--- config.mk ---
export PLATFORM = sky130hd
export DESIGN_NAME = ps2_key_ctrl_flat
export DESIGN_NICKNAME = d
export VERILOG_FILES = /design/src/rtl/ps2_key_ctrl_if.sv /design/src/rtl/ps2_key_ctrl.sv /design/src/flat_wrapper.sv
export SDC_FILE = /design/constraint.sdc
export NUM_CORES = 1
export LEC_CHECK = 0
export CAP_MARGIN = 20
export CORE_AREA = 2 2 111 113
export CTS_CLUSTER_DIAMETER = 80
export DETAILED_ROUTE_END_ITERATION = 10
export DIE_AREA = 0 0 113 115
export PLACE_DENSITY = 0.9
export SLEW_MARGIN = 30
export SYNTH_ARGS = -nofsm -noshare
export SYNTH_HDL_FRONTEND = slang
export SYNTH_SLANG_ARGS = --single-unit
--- constraint.sdc ---
create_clock -name clk -period 1.8 [get_ports clk]
set_input_delay 0.18 -clock clk [delete_from_list [all_inputs] [get_ports clk]]
set_output_delay 0.18 -clock clk [all_outputs]
set_load 0.01 [all_outputs]
--- src/rtl/ps2_key_ctrl_if.sv ---
// +----------------------------------------------------------------------------+
// | ps2_key_ctrl_if                                                            |
// | FIFO-side and event-side signal bundle for ps2_key_ctrl.                   |
// | Rev 1.0                                                                    |
// +----------------------------------------------------------------------------+
`default_nettype none

interface ps2_key_ctrl_if;
  logic [7:0]   kb_data;
  logic         kb_ready;
  logic         kb_overflow;
  logic         kb_rdn;
  logic         ev_valid;
  logic [7:0]   ev_code;
  logic         ev_ext;
  logic         ev_break;
  logic         ev_ack;
  logic [255:0] key_down;
  logic [7:0]   ovf_cnt;

  modport master (
    input  kb_data, kb_ready, kb_overflow, ev_ack,
    output kb_rdn, ev_valid, ev_code, ev_ext, ev_break, key_down, ovf_cnt
  );

  modport slave (
    output kb_data, kb_ready, kb_overflow, ev_ack,
    input  kb_rdn, ev_valid, ev_code, ev_ext, ev_break, key_down, ovf_cnt
  );
endinterface

`default_nettype wire

--- src/rtl/ps2_key_ctrl.sv ---
// +----------------------------------------------------------------------------+
// | ps2_key_ctrl                                                               |
// | Folds PS/2 Set-2 prefixes from the receive FIFO into key events.           |
// | Optional held-key bitmap enabled by defining PS2_KEYMAP_EN.                |
// | Rev 1.0                                                                    |
// +----------------------------------------------------------------------------+
`default_nettype none

module ps2_key_ctrl #(
  parameter int PAUSE_SKIP = 7
) (
  input  logic           clk,
  input  logic           clr,
  ps2_key_ctrl_if.master bus
);

  localparam logic [2:0] c_IDLE   = 3'd0;
  localparam logic [2:0] c_FETCH  = 3'd1;
  localparam logic [2:0] c_DECODE = 3'd2;
  localparam logic [2:0] c_EMIT   = 3'd3;
  localparam logic [2:0] c_SKIP   = 3'd4;

  localparam int                c_SKIP_W    = (PAUSE_SKIP < 2) ? 1 : $clog2(PAUSE_SKIP + 1);
  localparam logic [c_SKIP_W-1:0] c_SKIP_LOAD = c_SKIP_W'(PAUSE_SKIP);

  logic [2:0]          r_state;
  logic [2:0]          w_next;
  logic                r_kb_rdn;
  logic [7:0]          r_byte;
  logic                r_ext_f;
  logic                r_brk_f;
  logic [c_SKIP_W-1:0] r_skip_cnt;
  logic [7:0]          r_ev_code;
  logic                r_ev_ext;
  logic                r_ev_break;
  logic                r_ovf_hist;
  logic [7:0]          r_ovf_cnt;

  logic w_ovf_rise;
  logic w_ext_eff;
  logic w_brk_eff;
  logic w_is_prefix;
  logic w_is_err;
  logic w_is_pause;
  logic w_ev_valid;
  logic w_pop_next;

  // An overflow edge in the DECODE cycle must already mask the flags.
  assign w_ovf_rise  = bus.kb_overflow & ~r_ovf_hist;
  assign w_ext_eff   = r_ext_f & ~w_ovf_rise;
  assign w_brk_eff   = r_brk_f & ~w_ovf_rise;
  assign w_is_prefix = (r_byte == 8'hE0) || (r_byte == 8'hF0);
  assign w_is_err    = (r_byte == 8'h00) || (r_byte == 8'hFF);
  assign w_is_pause  = (r_byte == 8'hE1);

  always_ff @(posedge clk or posedge clr) begin
    if (clr) r_state <= c_IDLE;
    else     r_state <= w_next;
  end

  always_comb begin
    w_next = r_state;
    case (r_state)
      c_IDLE:   if (bus.kb_ready) w_next = c_FETCH;
      c_FETCH:  w_next = c_DECODE;
      c_DECODE: w_next = (w_is_prefix || w_is_err) ? c_IDLE : c_EMIT;
      c_EMIT:   if (bus.ev_ack) w_next = (r_skip_cnt != '0) ? c_SKIP : c_IDLE;
      c_SKIP:   if (r_skip_cnt == '0) w_next = c_IDLE;
      default:  w_next = c_IDLE;
    endcase
  end

  // SKIP alternates a decision cycle with a pop cycle, mirroring FETCH.
  always_comb begin
    w_ev_valid = (r_state == c_EMIT);
    w_pop_next = ((r_state == c_IDLE) && bus.kb_ready) ||
                 ((r_state == c_SKIP) && (r_skip_cnt != '0) && r_kb_rdn && bus.kb_ready);
  end

  assign bus.kb_rdn   = r_kb_rdn;
  assign bus.ev_valid = w_ev_valid;
  assign bus.ev_code  = r_ev_code;
  assign bus.ev_ext   = r_ev_ext;
  assign bus.ev_break = r_ev_break;
  assign bus.ovf_cnt  = r_ovf_cnt;

  always_ff @(posedge clk or posedge clr) begin
    if (clr) begin
      r_kb_rdn   <= 1'b1;
      r_byte     <= 8'h00;
      r_ext_f    <= 1'b0;
      r_brk_f    <= 1'b0;
      r_skip_cnt <= '0;
      r_ev_code  <= 8'h00;
      r_ev_ext   <= 1'b0;
      r_ev_break <= 1'b0;
      r_ovf_hist <= 1'b0;
      r_ovf_cnt  <= 8'h00;
    end else begin
      r_kb_rdn   <= ~w_pop_next;
      r_ovf_hist <= bus.kb_overflow;

      if (w_ovf_rise && (r_ovf_cnt != 8'hFF))
        r_ovf_cnt <= r_ovf_cnt + 8'd1;

      if (r_state == c_FETCH)
        r_byte <= bus.kb_data;

      if (w_ovf_rise) begin
        r_ext_f <= 1'b0;
        r_brk_f <= 1'b0;
      end else if (r_state == c_DECODE) begin
        r_ext_f <= (r_byte == 8'hE0) ? 1'b1 : ((r_byte == 8'hF0) ? r_ext_f : 1'b0);
        r_brk_f <= (r_byte == 8'hF0) ? 1'b1 : ((r_byte == 8'hE0) ? r_brk_f : 1'b0);
      end

      if ((r_state == c_DECODE) && !w_is_prefix && !w_is_err) begin
        r_ev_code  <= r_byte;
        r_ev_ext   <= w_is_pause ? 1'b0 : w_ext_eff;
        r_ev_break <= w_is_pause ? 1'b0 : w_brk_eff;
      end

      if ((r_state == c_DECODE) && w_is_pause)
        r_skip_cnt <= c_SKIP_LOAD;
      else if ((r_state == c_SKIP) && !r_kb_rdn && (r_skip_cnt != '0))
        r_skip_cnt <= r_skip_cnt - 1'b1;
    end
  end

`ifdef PS2_KEYMAP_EN
  logic [255:0] r_key_down;

  // Extended codes live in the upper half; bit-7 codes never touch the map.
  always_ff @(posedge clk or posedge clr) begin
    if (clr)
      r_key_down <= '0;
    else if ((r_state == c_DECODE) && !w_is_prefix && !w_is_err && !r_byte[7])
      r_key_down[{w_ext_eff, r_byte[6:0]}] <= ~w_brk_eff;
  end

  assign bus.key_down = r_key_down;
`else
  assign bus.key_down = '0;
`endif

endmodule

`default_nettype wire

--- src/flat_wrapper.sv ---
// flat-port wrapper written by rule: the top's interface ports become plain ports
module ps2_key_ctrl_flat 
#(
  parameter int PAUSE_SKIP = 7
)
  (clk, clr, bus_kb_data, bus_kb_ready, bus_kb_overflow, bus_ev_ack, bus_kb_rdn, bus_ev_valid, bus_ev_code, bus_ev_ext, bus_ev_break, bus_key_down, bus_ovf_cnt);
  ps2_key_ctrl_if bus_i ();
  input  logic clk;
  input  logic clr;
  input wire logic [$bits(bus_i.kb_data)-1:0] bus_kb_data;
  input wire logic [$bits(bus_i.kb_ready)-1:0] bus_kb_ready;
  input wire logic [$bits(bus_i.kb_overflow)-1:0] bus_kb_overflow;
  input wire logic [$bits(bus_i.ev_ack)-1:0] bus_ev_ack;
  output wire logic [$bits(bus_i.kb_rdn)-1:0] bus_kb_rdn;
  output wire logic [$bits(bus_i.ev_valid)-1:0] bus_ev_valid;
  output wire logic [$bits(bus_i.ev_code)-1:0] bus_ev_code;
  output wire logic [$bits(bus_i.ev_ext)-1:0] bus_ev_ext;
  output wire logic [$bits(bus_i.ev_break)-1:0] bus_ev_break;
  output wire logic [$bits(bus_i.key_down)-1:0] bus_key_down;
  output wire logic [$bits(bus_i.ovf_cnt)-1:0] bus_ovf_cnt;
  assign bus_i.kb_data = bus_kb_data;
  assign bus_i.kb_ready = bus_kb_ready;
  assign bus_i.kb_overflow = bus_kb_overflow;
  assign bus_i.ev_ack = bus_ev_ack;
  assign bus_kb_rdn = bus_i.kb_rdn;
  assign bus_ev_valid = bus_i.ev_valid;
  assign bus_ev_code = bus_i.ev_code;
  assign bus_ev_ext = bus_i.ev_ext;
  assign bus_ev_break = bus_i.ev_break;
  assign bus_key_down = bus_i.key_down;
  assign bus_ovf_cnt = bus_i.ovf_cnt;
  ps2_key_ctrl #(.PAUSE_SKIP(PAUSE_SKIP)) u_core (.clk(clk), .clr(clr), .bus(bus_i));
endmodule
==> results.rst, run 1 <==
.. list-table::
   :header-rows: 1

   * - Metric
     - Value
   * - Instance count after placement with tap cells included
     - 585
   * - Setup clock skew after layout
     - 0.00524 ns
   * - Die height
     - 115 um
   * - Overall die area
     - around 13000 um2
   * - All-layer global routing usage
     - roughly 6.8%
   * - Clock transition at the registers of the reported paths
     - 0.05 ns
   * - Total of fill cells in the finished design
     - around 1200
   * - Cell Pwr Density
     - roughly 1300 nW/um2
   * - Maximum root-to-sink buffer count
     - 2
   * - Pre-antenna DRT Iters
     - 11
   * - Congestion Overflow GR
     - 0
   * - Average cell area after synthesis
     - approximately 9.1 um2
   * - Worst-skew pair later-pin latency
     - between 0.2 and 0.3 ns
   * - Startpoint class of the critical path
     - register
   * - Number of clock buffers inserted by TritonCTS
     - 5
   * - Area of the mapped netlist
     - approximately 3600 um2
   * - Clock root cell
     - clkbuf_16
   * - Hold Path Class
     - in -> async
   * - CP max stage delay
     - ~0.55 ns
   * - Number of hold buffers added after cts
     - 0
   * - Cell count after synthesis
     - 396
   * - Vias in the first global route
     - about 1300
   * - Netlist cell types
     - 38
   * - Wire length per cell
     - a little under 9 um
   * - Number of endpoints failing setup at the final stage
     - 0
   * - Fin. Hold Viols
     - 0
   * - Reg2Reg Depth
     - 4
   * - IO Count
     - ~290
   * - Largest net degree at the start of global routing
     - 37
   * - Time the worst path needs with I/O delays and setup
     - roughly 1.7 ns
   * - Final HPWL DP
     - about 4500 um
   * - Yosys synthesis warning count
     - 0
   * - Register Area
     - approximately 900 um2
   * - Multi-input gate area
     - approximately 1700 um2
   * - H-Tree Depth
     - 2
   * - Final Non-Filler Cells
     - slightly below 600
   * - Aggregate negative setup slack
     - 0 ns
   * - Number of slew-limit violations in the final report
     - 0
   * - Routability Congestion
     - between 0.7 and 0.8
   * - Setup fix buffers added after clock tree synthesis
     - 0
   * - Standard-cell rows
     - 40
   * - Count of input and output buffers
     - 32
   * - TritonCTS clock tree
     - yes
   * - Die Wd
     - 113 um
   * - Type of the worst setup path
     - reg -> reg
   * - Arrival time of data at the critical path endpoint
     - 1.89 ns
   * - Max_cap viols
     - 0
   * - Wire length of the first global-routing pass
     - around 6800 um
   * - Total clock sinks
     - 36
   * - Antenna Nets Post-Route
     - 0
   * - Highest Clock Rate
     - about 580 MHz
   * - RSZ-0062 raised after global routing
     - false
   * - Largest fanout of any net on the critical path
     - 10
   * - DR vias
     - roughly 1900
   * - Core footprint
     - 11800 um2
   * - Antenna violations before repair
     - 0
   * - Cell type of the slowest stage on the worst timing path
     - or4_4
   * - Crit-path cells
     - or4_4, a21oi_4, nor2_4, mux2_4
   * - Final Net Count
     - between 400 and 500
   * - Outcome
     - finished with violations
   * - Fraction of layout instances using a drive strength above 1
     - between 9 and 10%
   * - DRC violation total after the first TritonRoute iteration
     - 97
   * - Required time reported for the critical path endpoint
     - just under 2 ns
   * - Total of flip-flops plus latches after synthesis
     - 36
   * - Peak supply drop
     - around 0.00055 V
   * - Area added between synthesis and finish
     - -6.30%
   * - Top library cells by usage in the layout, fill and taps aside
     - conb_1 (256), dfrtp_1 (35), clkdlybuf4s50_1 (32)
   * - Total DRC errors in the routed layout
     - 18
   * - Post-synthesis sequential area ratio
     - around a quarter
   * - Leakage
     - approximately 1.8 nW
   * - Initial core utilization
     - a little under a third
   * - Avg Vias per Cell
     - around 3.2
   * - Count of cells resized by post-cts repair
     - 0
   * - FF-to-FF setup slack
     - 0.06 ns
   * - Failing checks
     - DRC
   * - Endpoint type of the worst setup path
     - register
   * - Total inserted antenna cells
     - 0
   * - Commonest non-fill, non-tap cell in the layout
     - conb_1
   * - Final worst-path cycle share
     - between 90% and 100%
   * - Final Core Density
     - between 20% and 30%
   * - Routed WL
     - between 5000 and 6000 um
## path summary, 6_finish.rpt
kind                                  startpoint                    end
worst max-delay path            u_core.r_byte[4]  u_core.bus.ev_code[1]
worst min-delay path                         clr  u_core.bus.ovf_cnt[5]
worst max register to register  u_core.r_byte[4]  u_core.bus.ev_code[1]
worst min register to register    u_core.r_brk_f         u_core.r_brk_f
max in group asynchronous                    clr      u_core.bus.kb_rdn
min in group clk                 bus_kb_overflow      u_core.r_ovf_hist
## per-layer routing
metal  track usage, %  part of all wire, %  routed length, um  vias up
met5                0                    0                  0        -
met4             2.20                  1.1                 58        0
met3             2.58                   14                709        7
met2             11.4                   52               2700      155
met1             7.98                   34               1770      889
li1                 -                    -                  -      852
## critical path: cells and delay by family, from the launching register on
kind / cells / cell delay [ns]
mux: 1 / 0.32
compound gates: 1 / 0.23
flops: 1 / 0.38
simple gates: 2 / 0.67
## power by group
part           internal, W  switching, W
clock             0.000544      0.000297
sequential         0.00117      0.000303
combinational      0.00105       0.00103
## area by class of cell
class	instances	area share, %
tap	147	5.46
multi-input combinational	352	50.5
clock inverter	2	0.297
sequential	36	26.8
clock buffer	6	4.12
timing repair buffer	44	12.2
inverter	6	0.669
## synthesized netlist by cell type
cell type | n | share of area (%)
ha_1 | 3 | 1.0
a21boi_0 | 1 | 0.21
nor3b_2 | 2 | 0.70
o21a_1 | 1 | 0.21
xor2_1 | 3 | 0.73
dfstp_2 | 1 | 0.73
a21oi_1 | 5 | 0.70
a21oi_4 | 1 | 0.45
nor4b_1 | 1 | 0.24
nand2b_1 | 2 | 0.35
o211ai_1 | 1 | 0.21
o21ai_1 | 1 | 0.14
nor2_4 | 1 | 0.31
nor3_1 | 5 | 0.70
o21ai_0 | 6 | 0.84
and4_1 | 2 | 0.49
buf_4 | 256 | 53
nand3_1 | 8 | 1.1
dfrtp_1 | 35 | 24
clkbuf_2 | 1 | 0.14
and3b_1 | 1 | 0.24
nand4_1 | 4 | 0.70
o21ai_2 | 1 | 0.24
o31ai_1 | 2 | 0.42
o21ba_1 | 1 | 0.28
mux2_4 | 8 | 3.3
nand2_1 | 11 | 1.1
inv_1 | 6 | 0.63
nor2_1 | 5 | 0.52
conb_1 | 1 | 0.10
nor2b_1 | 2 | 0.35
or4_1 | 1 | 0.21
mux2_2 | 9 | 2.8
nor4_1 | 1 | 0.17
or3b_1 | 1 | 0.24
xnor2_1 | 4 | 0.97
or4_4 | 1 | 0.31
a31oi_1 | 1 | 0.17
## flip-flops by register name, summed over array words and instances (netlist names)
register,flops
u_core.r_skip_cnt,3
u_core.r_ovf_hist,1
u_core.r_state,3
u_core.r_byte,8
u_core.bus.ev_break,1
u_core.bus.ev_ext,1
u_core.r_ext_f,1
u_core.bus.ovf_cnt,8
u_core.bus.kb_rdn,1
u_core.r_brk_f,1
u_core.bus.ev_code,8
## cells by family after synthesis
family	count (synthesis)	synth area share [%]
XOR/XNOR	7	1.71
multiplexers	17	6.16
adder cells (fa/ha/maj)	3	1.04
other	1	0.104
AND/OR/NAND/NOR	48	7.80
AO/OA/AOI/OAI	21	3.86
flip-flops	36	25.1
buffers and inverters	263	54.2
## stage by stage
step	instance area, um2	hold slack [ns]	total power (W)	setup WS, ns
floorplan	4550	0.211	0.00311	0.103
global placement	3220	0.487	0.00349	0.108
detailed placement	3220	0.492	0.00358	0.0722
CTS	3370	0.330	0.00443	0.0693
global route	3370	0.381	0.00470	0.0258
finish	3370	0.308	0.00440	0.0642
Power figures use the tool's default switching activity.
==> run 2, diff against run 1 <==
--- a/config.mk
+++ b/config.mk
@@ -6,11 +6,12 @@
 export NUM_CORES = 1
 export LEC_CHECK = 0
 export CAP_MARGIN = 20
-export CORE_AREA = 2 2 111 113
+export CORE_AREA = 2 2 112 114
 export CTS_CLUSTER_DIAMETER = 80
 export DETAILED_ROUTE_END_ITERATION = 10
-export DIE_AREA = 0 0 113 115
-export PLACE_DENSITY = 0.9
+export DIE_AREA = 0 0 114 116
+export DONT_BUFFER_PORTS = 1
+export PLACE_DENSITY = 0.56
 export SLEW_MARGIN = 30
 export SYNTH_ARGS = -nofsm -noshare
 export SYNTH_HDL_FRONTEND = slang
==> run 2 against run 1 <==
Against the previous run: the flow now finishes without violations; largest cell class unchanged; cell count shrank 4.9%; register-to-register slack improved by 0.05 ns; critical endpoint is now u_core.bus.ev_code[2]; wire length down 2.7%; highest routed layer unchanged; core utilization is 2.7 points lower; first-iteration DRC count down 75%; critical path depth unchanged; count of clock-buffer cells in the layout is 2 higher; sequential share of layout area increased by 2.5 points; largest power group is now sequential cells.
==> results.rst, run 2 (same netlist as run 1, synthesis figures left out) <==
.. list-table::
   :header-rows: 1

   * - Metric
     - Value
   * - Outcome
     - finished, final reports clean
   * - Max_cap viols
     - 0
   * - Largest fanout of any net on the critical path
     - 10
   * - H-Tree Depth
     - 2
   * - Wire length of the first global-routing pass
     - 6600 um
   * - Commonest non-fill, non-tap cell in the layout
     - conb_1
   * - Arrival time of data at the critical path endpoint
     - around 1.9 ns
   * - Setup fix buffers added after clock tree synthesis
     - 0
   * - RSZ-0062 raised after global routing
     - false
   * - Total of fill cells in the finished design
     - 1274
   * - Total inserted antenna cells
     - 0
   * - Time the worst path needs with I/O delays and setup
     - 1.69 ns
   * - Avg Vias per Cell
     - roughly 3.2
   * - Count of input and output buffers
     - 0
   * - TritonCTS clock tree
     - yes
   * - CP Launch Point
     - u_core.r_byte[2]
   * - Routability Congestion
     - 0.775
   * - Fin. Hold Viols
     - 0
   * - Maximum root-to-sink buffer count
     - 2
   * - Vias in the first global route
     - 1292
   * - Reg-to-reg startpoint
     - u_core.r_byte[2]
   * - Setup clock skew after layout
     - 0.00327 ns
   * - Number of clock buffers inserted by TritonCTS
     - 5
   * - Aggregate negative setup slack
     - 0 ns
   * - Type of the worst setup path
     - reg -> reg
   * - Slack of the critical path
     - around 0.11 ns
   * - Antenna Nets Post-Route
     - 0
   * - Final HPWL DP
     - around 4300 um
   * - Hold Path Origin
     - bus_kb_data[4]
   * - All-layer global routing usage
     - 6.39%
   * - Gate family responsible for the most delay along the worst path
     - simple AND/OR/NAND/NOR gates
   * - CP bufs+invs
     - 0
   * - Cell Pwr Density
     - about 1300 nW/um2
   * - Peak supply drop
     - roughly 0.00064 V
   * - Die Wd
     - between 100 and 150 um
   * - Number of slew-limit violations in the final report
     - 0
   * - DRC violation total after the first TritonRoute iteration
     - 24
   * - Overall die area
     - around 13000 um2
   * - Highest Clock Rate
     - slightly below 600 MHz
   * - Register Area
     - between 900 and 1000 um2
   * - Total power consumption of the routed design
     - around 0.004 W
   * - Initial core utilization
     - a little under a third
   * - Largest net degree at the start of global routing
     - 37
   * - Post-place setup slack
     - approximately 0.12 ns
   * - Total clock sinks
     - 36
   * - Total DRC errors in the routed layout
     - 0
   * - Crit-path cells
     - or4_1, a21oi_4, nor2_4, mux2_4
   * - Leakage
     - 1.71 nW
   * - Number of endpoints failing setup at the final stage
     - 0
   * - Routed WL
     - roughly 5100 um
   * - Antenna violations before repair
     - 0
   * - Cell type of the slowest stage on the worst timing path
     - or4_1
   * - Final Net Count
     - around 430
   * - IO Count
     - around 290
   * - Congestion Overflow GR
     - 0
   * - Hold Path Class
     - in -> reg
   * - Wire length per cell
     - 9.02 um
   * - Endpoint type of the worst setup path
     - register
   * - Area added between synthesis and finish
     - -14.3%
   * - Clock transition at the registers of the reported paths
     - roughly 0.050 ns
   * - Pre-antenna DRT Iters
     - 4
   * - Core footprint
     - 11900 um2
   * - Clock root cell
     - clkbuf_16
   * - Die height
     - approximately 120 um
   * - Worst-skew pair later-pin latency
     - roughly 0.27 ns
   * - DR vias
     - around 1800
   * - Final worst-path cycle share
     - between 90% and 100%
   * - Multi-input gate area
     - about 1700 um2
   * - Standard-cell rows
     - 40
   * - Fraction of layout instances using a drive strength above 1
     - 10.3%
   * - Startpoint class of the critical path
     - register
   * - Top library cells by usage in the layout, fill and taps aside
     - conb_1 (256), dfrtp_1 (35), buf_4 (12)
   * - Required time reported for the critical path endpoint
     - about 2.0 ns
   * - CP max stage delay
     - 0.59 ns
## run 2: final cells by class
cell class                      count  area share [%]
Clock buffer                        8            4.75
Timing Repair Buffer               15            3.90
Inverter                            6           0.731
Tap cell                          147            5.97
Multi-Input combinational cell    352            55.3
Sequential cell                    36            29.3
## run 2: path summary, 6_finish.rpt
kind | slack [ns] | endpoint | cells past startpoint
hold / removal | 0.05 | u_core.r_byte[4] | 2
setup / recovery | 0.11 | u_core.bus.ev_code[2] | 4
setup reg to reg | 0.11 | u_core.bus.ev_code[2] | 4
max in group asynchronous | 1.01 | u_core.bus.kb_rdn | 3
hold reg to reg | 0.50 | u_core.r_brk_f | 2
min in group asynchronous | 0.44 | u_core.bus.ovf_cnt[0] | 3
## run 2: power by group
| group | internal, W | leakage [nW] | switching, W |
|---|---|---|---|
| clock network | 0.000551 | 0.0712 | 0.000293 |
| registers | 0.00117 | 0.447 | 0.000420 |
| logic | 0.000718 | 1.19 | 0.000844 |
## run 2: timing repair
| item | 4_1_cts | 5_1_grt |
|---|---|---|
| gates resized for setup | 0 | 1 |
| endpoints found under the setup margin | 0 | 1 |
| endpoints found under the hold margin | 37 | 0 |
| hold buffers | 3 | 0 |
## run 2: per-layer routing
metal  GRT usage [%]  vias to the layer above  part of all wire (%)
li1                -                      791                     -
met1            7.36                      853                    35
met4            2.20                        0                   1.0
met2            10.6                      131                    53
met5               0                        -                     0
met3            2.82                        6                    11
## run 2: stage by stage
stage | cell area (um2) | utilization, % | hold WS, ns | instances
floorplan | 4550 | - | 0.211 | 651
global placement | 2900 | 24.3 | 0.199 | 553
detailed placement | 2900 | 24.3 | 0.207 | 553
CTS | 3080 | 25.8 | 0.0489 | 564
global route | 3080 | 25.9 | 0.0500 | 564
finish | 3080 | 25.9 | 0.0480 | 564
